==> config.mk <==
export PLATFORM = sky130hd
export DESIGN_NAME = digital_cs_flat
export DESIGN_NICKNAME = d
export VERILOG_FILES = /design/src/rtl/digital_cs_if.sv /design/src/rtl/digital_cs.sv /design/src/flat_wrapper.sv
export SDC_FILE = /design/constraint.sdc
export NUM_CORES = 1
export LEC_CHECK = 0
export CAP_MARGIN = 20
export CORE_ASPECT_RATIO = 1.4
export CORE_MARGIN = 2
export CORE_UTILIZATION = 55
export CTS_CLUSTER_SIZE = 10
export DETAILED_ROUTE_END_ITERATION = 8
export PLACE_DENSITY = 0.72
export SYNTH_ARGS = -nofsm -noshare
export SYNTH_HDL_FRONTEND = slang
export SYNTH_SLANG_ARGS = --single-unit
==> constraint.sdc <==
create_clock -name clk -period 2.6 [get_ports clk]
set_input_delay 0.78 -clock clk [delete_from_list [all_inputs] [get_ports clk]]
set_output_delay 0.78 -clock clk [all_outputs]
set_load 0.05 [all_outputs]
==> src/rtl/digital_cs_if.sv <==
// ============================================================================
//  Module      : digital_cs_if
//  Description : Control and CCD clock-phase bundle for the digital_cs sequencer.
//  Revision    : 1.0  initial release
// ============================================================================
`default_nettype none

interface digital_cs_if;
   logic       enable;
   logic [1:0] f_select;
   logic       phi_p;
   logic       phi_l1;
   logic       phi_l2;
   logic       phi_r;

   modport master (
      output enable,
      output f_select,
      input  phi_p,
      input  phi_l1,
      input  phi_l2,
      input  phi_r
   );

   modport slave (
      input  enable,
      input  f_select,
      output phi_p,
      output phi_l1,
      output phi_l2,
      output phi_r
   );
endinterface

`default_nettype wire

==> src/rtl/digital_cs.sv <==
// ============================================================================
//  Module      : digital_cs
//  Description : Linear-CCD clock sequencer (phi_p, phi_l1/phi_l2, phi_r) with
//                a 2^f_select tick prescaler. DIGITAL_CS_DEADTIME_EN selects a
//                6-tick pixel cycle with non-overlap dead ticks.
//  Revision    : 1.0  initial release
// ============================================================================
`default_nettype none

module digital_cs #(
   parameter int N_PIXELS = 16,
   parameter int P_TICKS  = 4
) (
   input  logic        clk,
   input  logic        rst_n,
   digital_cs_if.slave bus
);

   typedef enum logic [1:0] {
      ST_IDLE     = 2'd0,
      ST_TRANSFER = 2'd1,
      ST_READ     = 2'd2
   } state_t;

   localparam logic [7:0]  c_p_last   = 8'(P_TICKS - 1);
   localparam logic [11:0] c_pix_last = 12'(N_PIXELS - 1);
`ifdef DIGITAL_CS_DEADTIME_EN
   localparam logic [2:0]  c_phase_last = 3'd5;
`else
   localparam logic [2:0]  c_phase_last = 3'd3;
`endif

   state_t      r_state;
   logic [2:0]  r_presc;
   logic [7:0]  r_tick_cnt;
   logic [11:0] r_pix;
   logic [2:0]  r_phase;
   logic [1:0]  r_fs_lat;
   logic        r_phi_p;
   logic        r_phi_l1;
   logic        r_phi_l2;
   logic        r_phi_r;

   state_t      w_state_nxt;
   logic [2:0]  w_presc_nxt;
   logic [7:0]  w_tick_cnt_nxt;
   logic [11:0] w_pix_nxt;
   logic [2:0]  w_phase_nxt;
   logic [1:0]  w_fs_nxt;
   logic [2:0]  w_presc_max;
   logic        w_tick;
   logic        w_phi_p;
   logic        w_phi_l1;
   logic        w_phi_l2;
   logic        w_phi_r;

   always_comb begin
      case (r_fs_lat)
         2'd0:    w_presc_max = 3'd0;
         2'd1:    w_presc_max = 3'd1;
         2'd2:    w_presc_max = 3'd3;
         default: w_presc_max = 3'd7;
      endcase
   end

   assign w_tick = (r_presc == w_presc_max);

   always_ff @(posedge clk or negedge rst_n) begin
      if (!rst_n) begin
         r_state    <= ST_IDLE;
         r_presc    <= 3'd0;
         r_tick_cnt <= 8'd0;
         r_pix      <= 12'd0;
         r_phase    <= 3'd0;
         r_fs_lat   <= 2'd0;
         r_phi_p    <= 1'b0;
         r_phi_l1   <= 1'b0;
         r_phi_l2   <= 1'b0;
         r_phi_r    <= 1'b0;
      end else begin
         r_state    <= w_state_nxt;
         r_presc    <= w_presc_nxt;
         r_tick_cnt <= w_tick_cnt_nxt;
         r_pix      <= w_pix_nxt;
         r_phase    <= w_phase_nxt;
         r_fs_lat   <= w_fs_nxt;
         r_phi_p    <= w_phi_p;
         r_phi_l1   <= w_phi_l1;
         r_phi_l2   <= w_phi_l2;
         r_phi_r    <= w_phi_r;
      end
   end

   // Dropping enable in any state returns to a fully cleared IDLE.
   always_comb begin
      w_state_nxt    = r_state;
      w_presc_nxt    = r_presc;
      w_tick_cnt_nxt = r_tick_cnt;
      w_pix_nxt      = r_pix;
      w_phase_nxt    = r_phase;
      w_fs_nxt       = r_fs_lat;
      if (!bus.enable) begin
         w_state_nxt    = ST_IDLE;
         w_presc_nxt    = 3'd0;
         w_tick_cnt_nxt = 8'd0;
         w_pix_nxt      = 12'd0;
         w_phase_nxt    = 3'd0;
      end else begin
         case (r_state)
            ST_IDLE: begin
               w_state_nxt    = ST_TRANSFER;
               w_fs_nxt       = bus.f_select;
               w_presc_nxt    = 3'd0;
               w_tick_cnt_nxt = 8'd0;
               w_pix_nxt      = 12'd0;
               w_phase_nxt    = 3'd0;
            end
            ST_TRANSFER: begin
               w_presc_nxt = w_tick ? 3'd0 : r_presc + 3'd1;
               if (w_tick) begin
                  if (r_tick_cnt == c_p_last) begin
                     w_state_nxt    = ST_READ;
                     w_tick_cnt_nxt = 8'd0;
                     w_pix_nxt      = 12'd0;
                     w_phase_nxt    = 3'd0;
                  end else begin
                     w_tick_cnt_nxt = r_tick_cnt + 8'd1;
                  end
               end
            end
            ST_READ: begin
               w_presc_nxt = w_tick ? 3'd0 : r_presc + 3'd1;
               if (w_tick) begin
                  if (r_phase == c_phase_last) begin
                     w_phase_nxt = 3'd0;
                     if (r_pix == c_pix_last) begin
                        w_state_nxt    = ST_TRANSFER;
                        w_fs_nxt       = bus.f_select;
                        w_presc_nxt    = 3'd0;
                        w_tick_cnt_nxt = 8'd0;
                        w_pix_nxt      = 12'd0;
                     end else begin
                        w_pix_nxt = r_pix + 12'd1;
                     end
                  end else begin
                     w_phase_nxt = r_phase + 3'd1;
                  end
               end
            end
            default: begin
               w_state_nxt = ST_IDLE;
            end
         endcase
      end
   end

   // Outputs decode the next state so they land on the same edge as the transition.
   always_comb begin
      w_phi_p  = 1'b0;
      w_phi_l1 = 1'b0;
      w_phi_l2 = 1'b0;
      w_phi_r  = 1'b0;
      case (w_state_nxt)
         ST_TRANSFER: w_phi_p = 1'b1;
         ST_READ: begin
`ifdef DIGITAL_CS_DEADTIME_EN
            case (w_phase_nxt)
               3'd0: begin
                  w_phi_r  = 1'b1;
                  w_phi_l1 = 1'b1;
               end
               3'd1:       w_phi_l1 = 1'b1;
               3'd3, 3'd4: w_phi_l2 = 1'b1;
               default: ;
            endcase
`else
            case (w_phase_nxt)
               3'd0: begin
                  w_phi_r  = 1'b1;
                  w_phi_l1 = 1'b1;
               end
               3'd1:       w_phi_l1 = 1'b1;
               3'd2, 3'd3: w_phi_l2 = 1'b1;
               default: ;
            endcase
`endif
         end
         default: ;
      endcase
   end

   assign bus.phi_p  = r_phi_p;
   assign bus.phi_l1 = r_phi_l1;
   assign bus.phi_l2 = r_phi_l2;
   assign bus.phi_r  = r_phi_r;

endmodule

`default_nettype wire

==> src/flat_wrapper.sv <==
// flat-port wrapper written by rule: the top's interface ports become plain ports
module digital_cs_flat 
#(
   parameter int N_PIXELS = 16,
   parameter int P_TICKS  = 4
)
  (clk, rst_n, bus_enable, bus_f_select, bus_phi_p, bus_phi_l1, bus_phi_l2, bus_phi_r);
  digital_cs_if bus_i ();
  input  logic clk;
  input  logic rst_n;
  input wire logic [$bits(bus_i.enable)-1:0] bus_enable;
  input wire logic [$bits(bus_i.f_select)-1:0] bus_f_select;
  output wire logic [$bits(bus_i.phi_p)-1:0] bus_phi_p;
  output wire logic [$bits(bus_i.phi_l1)-1:0] bus_phi_l1;
  output wire logic [$bits(bus_i.phi_l2)-1:0] bus_phi_l2;
  output wire logic [$bits(bus_i.phi_r)-1:0] bus_phi_r;
  assign bus_i.enable = bus_enable;
  assign bus_i.f_select = bus_f_select;
  assign bus_phi_p = bus_i.phi_p;
  assign bus_phi_l1 = bus_i.phi_l1;
  assign bus_phi_l2 = bus_i.phi_l2;
  assign bus_phi_r = bus_i.phi_r;
  digital_cs #(.N_PIXELS(N_PIXELS), .P_TICKS(P_TICKS)) u_core (.clk(clk), .rst_n(rst_n), .bus(bus_i));
endmodule
==> impl_metrics.toml, run 1 <==
[die]
initial_core_util_pct = 57.5
rows = 26
die_w_um = 56.2
dieHeight_um = 77.0
ios = 9
core-area_sq_mm = 0.00364
die_area_sq_mm = 0.00433

[clock_tree]
postCtsSetupRepairBufs = 0
clk_path_buf_depth = 2
clock_sinks = 34
cts_made_buffers = 5
cts-resized-gates = 0
clock_latency_ns = 0.30
clk_pin_slew_ns = 0.08
cts_tree = "built"
clk_root_buffer_cell = "clkbuf_8"
postCtsHoldBufs = 0
ctsHtreeMaxLevel = 2

[placement]
place_area_sq_mm = 0.00228
hpwl_um = 3430
gp_congestion = 0.814
dp_slack_ns = 0.101
placed_cells = 270
port_buffers = 8

[power_and_ir_drop]
p_leak_nw = 1.04
power_density_mw_per_mm2 = 517
p_seq_share_pct = 46.2
p_sw_w = 0.000376
ir_worst_vdd_mv = 0.511
clkPwrFrac_pct = 34.3
p_int_w = 0.000849
switching_share_pct = 30.7
p_comb_share_pct = 19.4

[critical_path]
crit_type = "reg2reg"
required_ns = 2.83
critical_path.cell_chain = "nor4_1 -> and3_4 -> or2_1 -> buf_4 -> o2111ai_2 -> or3b_1 -> nand2_1"
critPathMaxFanout = 7
cp_top_family = "simple AND/OR/NAND/NOR gates"
arrival_ns = 2.51
end_kind = "flop"
ff2ff_setup_slack_ns = 0.33
critical-path-slowest-cell = "dfrtp_1"
critPathBufInv = 1
slowest_delay_ns = 0.46
critPathLaunchType = "flop"

[timing]
fin_ws_ns = 0.328
finClkSkew_ns = 0.00840
tns_ns = 0
grt_setup_unrepaired = "no"
post-route-min-period_ns = 2.27
setup-violations-final = 0
worstMarginPinSlew_ns = 0.507
max_slew_margin_pct = 66.1
slew_viol_final = 0
min_period_over_period_pct = 87.4
fin_hold_ws_ns = 0.498
max_freq_ghz = 0.440
hold_viol_final = 0

[synth]
synthArstFlopShare_pct = 100
syn-cell-area_sq_mm = 0.00210
synth_edf_count = 0
syn_area_per_cell_sq_um = 9.79
yosysMostFrequentCell = "dfrtp_1"
synth-seq-cells = 34
synth_top_area_share_pct = 40.6
synthTopCellsByCount = "dfrtp_1 (34), nor2_1 (19), o21ai_1 (18)"
yosys_warnings = 0
ys.flop_type = "dfrtp_1"
ys_types = 53
yosys.area.top_type = "dfrtp_1"
synth_cells = 214
ys_seq_area_share_pct = 40.6
synth_area_leaders = "dfrtp_1 (41%), o31ai_2 (5.4%), ha_1 (4.8%)"
syn-num-nets = 227

[layout]
syn_to_final_growth_pct = 13.1
fillers = 304
stdcell_count = 278
nets = 248
diodes = 0
design_area_sq_mm = 0.00237
layout-drive-gt1-share_pct = 19.1

[run_status]
status = "completed"

[routing]
drt_pass1_iterations = 5
drtIter0Drc = 56
drc = 0
via_per_inst = 6.16
ant_nets = 0
wl_um = 4550
vias = 1713
wl_per_cell_um = 16.4

[grt]
grt_antenna_before_repair = 0
grt_pass1_vias = 1738
gr-total-overflow = 0
grt_max_degree = 35
grt_pass1_wl_um = 7970
grtUsageTotal_pct = 23.7

[job]
max-cap-violations = 0

[min_path]
hold_path.class = "reg2reg"
sequential cells by signal, indices dropped and copies added (netlist names):
register / cells
u_core.bus.phi_l1: 1
u_core.bus.phi_l2: 1
u_core.bus.phi_p: 1
u_core.bus.phi_r: 1
u_core.r_fs_lat: 2
u_core.r_phase: 3
u_core.r_pix: 12
u_core.r_presc: 3
u_core.r_state: 2
u_core.r_tick_cnt: 8
final timing paths:
path | from | endpoint | cells after the start
max | u_core.r_pix[5] | u_core.r_tick_cnt[4] | 7
min | u_core.r_pix[11] | u_core.r_pix[11] | 1
max reg2reg | u_core.r_pix[5] | u_core.r_tick_cnt[4] | 7
min reg2reg | u_core.r_pix[11] | u_core.r_pix[11] | 1
max in group asynchronous | rst_n | u_core.bus.phi_r | 2
min in group asynchronous | rst_n | u_core.r_presc[2] | 2
metal layers:
| layer | global-route usage [%] | up-vias | wire (um) |
|---|---|---|---|
| met5 | 0 | - | 0 |
| met4 | 11.7 | 0 | 118 |
| met3 | 6.07 | 11 | 190 |
| met2 | 40.5 | 37 | 2370 |
| met1 | 27.2 | 828 | 1870 |
| li1 | - | 837 | - |
metrics by stage:
step,util (%),power [W]
2_1_floorplan,-,0.000741
3_3_place_gp,62.5,0.000809
3_5_place_dp,62.5,0.000814
4_1_cts,65.1,0.00123
5_1_grt,65.1,0.00128
6_report,65.1,0.00123
kinds of logic after synthesis:
family,Yosys count,synth area share [%]
DFF,34,40.6
AOI/OAI and AO/OA,66,26.4
buffers and inverters,17,3.82
adders and majority gates,8,4.78
muxes,2,1.07
and+or+nand+nor,86,22.9
xor gates and xnor gates,1,0.418
power groups by stage:
stage	sequential (W)	clock [W]	combinational, W
after global routing	0.000569	0.000443	0.000265
after global placement	0.000575	0	0.000234
after floorplan	0.000582	0	0.000159
final	0.000566	0.000421	0.000238
after detailed placement	0.000577	0	0.000237
after CTS	0.000567	0.000426	0.000239
cell usage in the layout (no fill, tap or decap), types with 2 or more instances in the layout:
master and count:
clkdlybuf4s50_1 8, nor3_1 2, nand3_1 13, ha_1 8, nand2b_1 4, nand2_1 16, nor4_1 2, clkbuf_8 6
inv_1 12, a21oi_1 4, dfrtp_1 34, nor4_2 2, and3_1 10, o31ai_1 4, o31ai_2 9, o21ai_1 18
and2_1 7, o21ai_0 7, a31oi_1 5, nor2_1 19, and3_4 2, mux2_1 2, buf_4 11
layout make-up:
class	instances	area (sq um)	share of cell area (%)
clock buffer	6	82.6	3.48
tap	42	52.6	2.22
timing repair buffer	19	163	6.86
inverter	12	45.0	1.90
multi-input combinational	163	1160	49.1
clock inverter	2	12.5	0.528
sequential	34	851	35.9
worst reg2reg max path: cells and delay by family (launching register included):
kind	cells	cell delay (ns)
AO/OA/AOI/OAI	1	0.22
buffers and inverters	1	0.15
AND/OR/NAND/NOR	5	1.37
flip-flops	1	0.46
Note: power is estimated with default switching activity, not from simulation.
==> run 2, diff against run 1 <==
TNS_END_PERCENT = 100   (was default)
==> results of run 2 <==
No change in the layout: final DEF, timing and power equal those of run 1.
==> run 3, diff against run 2 <==
CORE_MARGIN = 1.5   (was 2)
PLACE_DENSITY = 0.73   (was 0.72)
SKIP_CTS_REPAIR_TIMING = 1   (was default)
==> run 3 against run 2 <==
- combinational power hardly changed
- register-to-register slack gained 0.02 ns
- via count increased by 1.3%
- sequential share of layout area decreased by 0.17 points
- highest routed layer unchanged
- utilization is 0.31 points higher
- maximum frequency rose by 1.1%
- largest power group unchanged
- clock power increased by 14%
- power grew 4.9%
==> impl_metrics.toml, run 3 (synthesis gave the netlist of run 1 again) <==
[grt]
grtUsageTotal_pct = 23.2
grt_pass1_vias = 1728
grt_max_degree = 35
gr-total-overflow = 0
grt_pass1_wl_um = 7310
grt_antenna_before_repair = 0

[layout]
reg.largest.list = "u_core.r_pix: 12 flops, u_core.r_tick_cnt: 8 flops"
nets = 248
stdcell_count = 278
diodes = 0
top_register = "u_core.r_pix"
design_area_sq_mm = 0.00238
syn_to_final_growth_pct = 13.7
final_cell_mix = "dfrtp_1 (34), nor2_1 (19), o21ai_1 (18), nand2_1 (16), nand3_1 (13)"
final_common_cell = "dfrtp_1"
largest_reg_flops = 12
layout-drive-gt1-share_pct = 18.2
final_util_pct = 65.4

[timing]
worstMarginPinSlew_ns = 0.509
hold_viol_final = 0
max_slew_margin_pct = 66.0
slew_viol_final = 0
setup-violations-final = 0
finClkSkew_ns = 0.00644
max_freq_ghz = 0.445
min_period_over_period_pct = 86.4
tns_ns = 0
post-route-min-period_ns = 2.25
grt_setup_unrepaired = "no"

[routing]
ant_nets = 0
drtIter0Drc = 51
wl_per_cell_um = 15.9
vias = 1736
drt_pass1_iterations = 4
via_per_inst = 6.24
drc = 0
wl_um = 4420

[clock_tree]
clk_pin_slew_ns = 0.07
clk_path_buf_depth = 2
cts_made_buffers = 5
clk_root_buffer_cell = "clkbuf_8"
clock_sinks = 34
ctsHtreeMaxLevel = 2
clock_latency_ns = 0.29
cts_tree = "built"

[power_and_ir_drop]
p_sw_w = 0.000362
clkPwrFrac_pct = 37.3
power_density_mw_per_mm2 = 540
p_seq_share_pct = 44.0
p_leak_nw = 1.04
p_int_w = 0.000923
ir_worst_vdd_mv = 0.525
switching_share_pct = 28.2
p_comb_share_pct = 18.7

[critical_path]
ff2ff_setup_slack_ns = 0.35
reg2reg_depth = 7
crit_type = "reg2reg"
startpoint = "u_core.r_pix[5]"
required_ns = 2.83
r2r_start = "u_core.r_pix[5]"
critPathMaxFanout = 7
r2r_end = "u_core.r_tick_cnt[4]"
end_kind = "flop"
arrival_ns = 2.48
critPathLaunchType = "flop"

[min_path]
hold_path.class = "reg2reg"
min_from = "u_core.r_pix[11]"
hold_depth = 1
hold_path_end = "u_core.r_pix[11]"

[job]
max-cap-violations = 0

[die]
ios = 9
die_w_um = 55.2
rows = 26
dieHeight_um = 76.0
initial_core_util_pct = 57.5
core-area_sq_mm = 0.00364
die_area_sq_mm = 0.00420

[placement]
gp_congestion = 0.902
place_area_sq_mm = 0.00228
port_buffers = 8
placed_cells = 270
hpwl_um = 3250

[run_status]
status = "completed"
-- run 3: cell types whose count changed in the layout (fill, tap and decap cells not counted) --
cell        previous run  this run
clkinv_2               1         0
bufinv_16              0         1
clkinvlp_4             1         0
clkbuf_1               0         2
clkbuf_8               6         5
-- run 3: cell type report --
| type | instances | area [sq um] |
|---|---|---|
| Fill cell | 305 | 1260 |
| Multi-Input combinational cell | 163 | 1160 |
| Sequential cell | 34 | 851 |
| Timing Repair Buffer | 19 | 163 |
| Clock buffer | 7 | 76.3 |
| Tap cell | 42 | 52.6 |
| Inverter | 12 | 45.0 |
| Clock inverter | 1 | 30.0 |
-- run 3: worst max-delay path: stages (launching register included) --
cell and delay [ns]:
dfrtp_1 0.46, nor4_1 0.45, and3_4 0.30, or2_1 0.12, buf_4 0.16, o2111ai_2 0.21, or3b_1 0.42, nand2_1 0.07
-- run 3: power groups by stage --
stage,Sequential [W],Clock [W],Combinational (W)
final,0.000566,0.000480,0.000240
after global routing,0.000568,0.000506,0.000262
after CTS,0.000566,0.000487,0.000240
after detailed placement,0.000575,0,0.000238
after global placement,0.000574,0,0.000233
after floorplan,0.000582,0,0.000159
-- run 3: per-stage QoR --
step | hold WS [ns] | power (W) | setup slack, ns
after floorplan | 0.446 | 0.000741 | 0.307
after global placement | 0.474 | 0.000807 | 0.151
after detailed placement | 0.477 | 0.000814 | 0.115
after CTS | 0.486 | 0.00129 | 0.352
after global routing | 0.507 | 0.00134 | 0.204
final | 0.493 | 0.00129 | 0.352
-- run 3: worst max-delay path by stage --
| stage | end | slack [ns] | cells after the start |
|---|---|---|---|
| 2_1_floorplan | u_core.r_pix[9] | 0.31 | 7 |
| 3_3_place_gp | u_core.r_pix[11] | 0.15 | 5 |
| 3_5_place_dp | u_core.r_pix[7] | 0.11 | 5 |
| 4_1_cts | u_core.r_tick_cnt[4] | 0.35 | 7 |
| 5_1_grt | u_core.r_tick_cnt[4] | 0.20 | 7 |
| 6_report | u_core.r_tick_cnt[4] | 0.35 | 7 |
-- run 3: metal layers --
layer  global-route usage [%]  routed length [um]  vias up
met5                        0                   0        -
met4                     8.29                  84        0
met2                     40.8                2410       36
met3                     5.49                 137       10
met1                     25.5                1790      861
li1                         -                   -      829
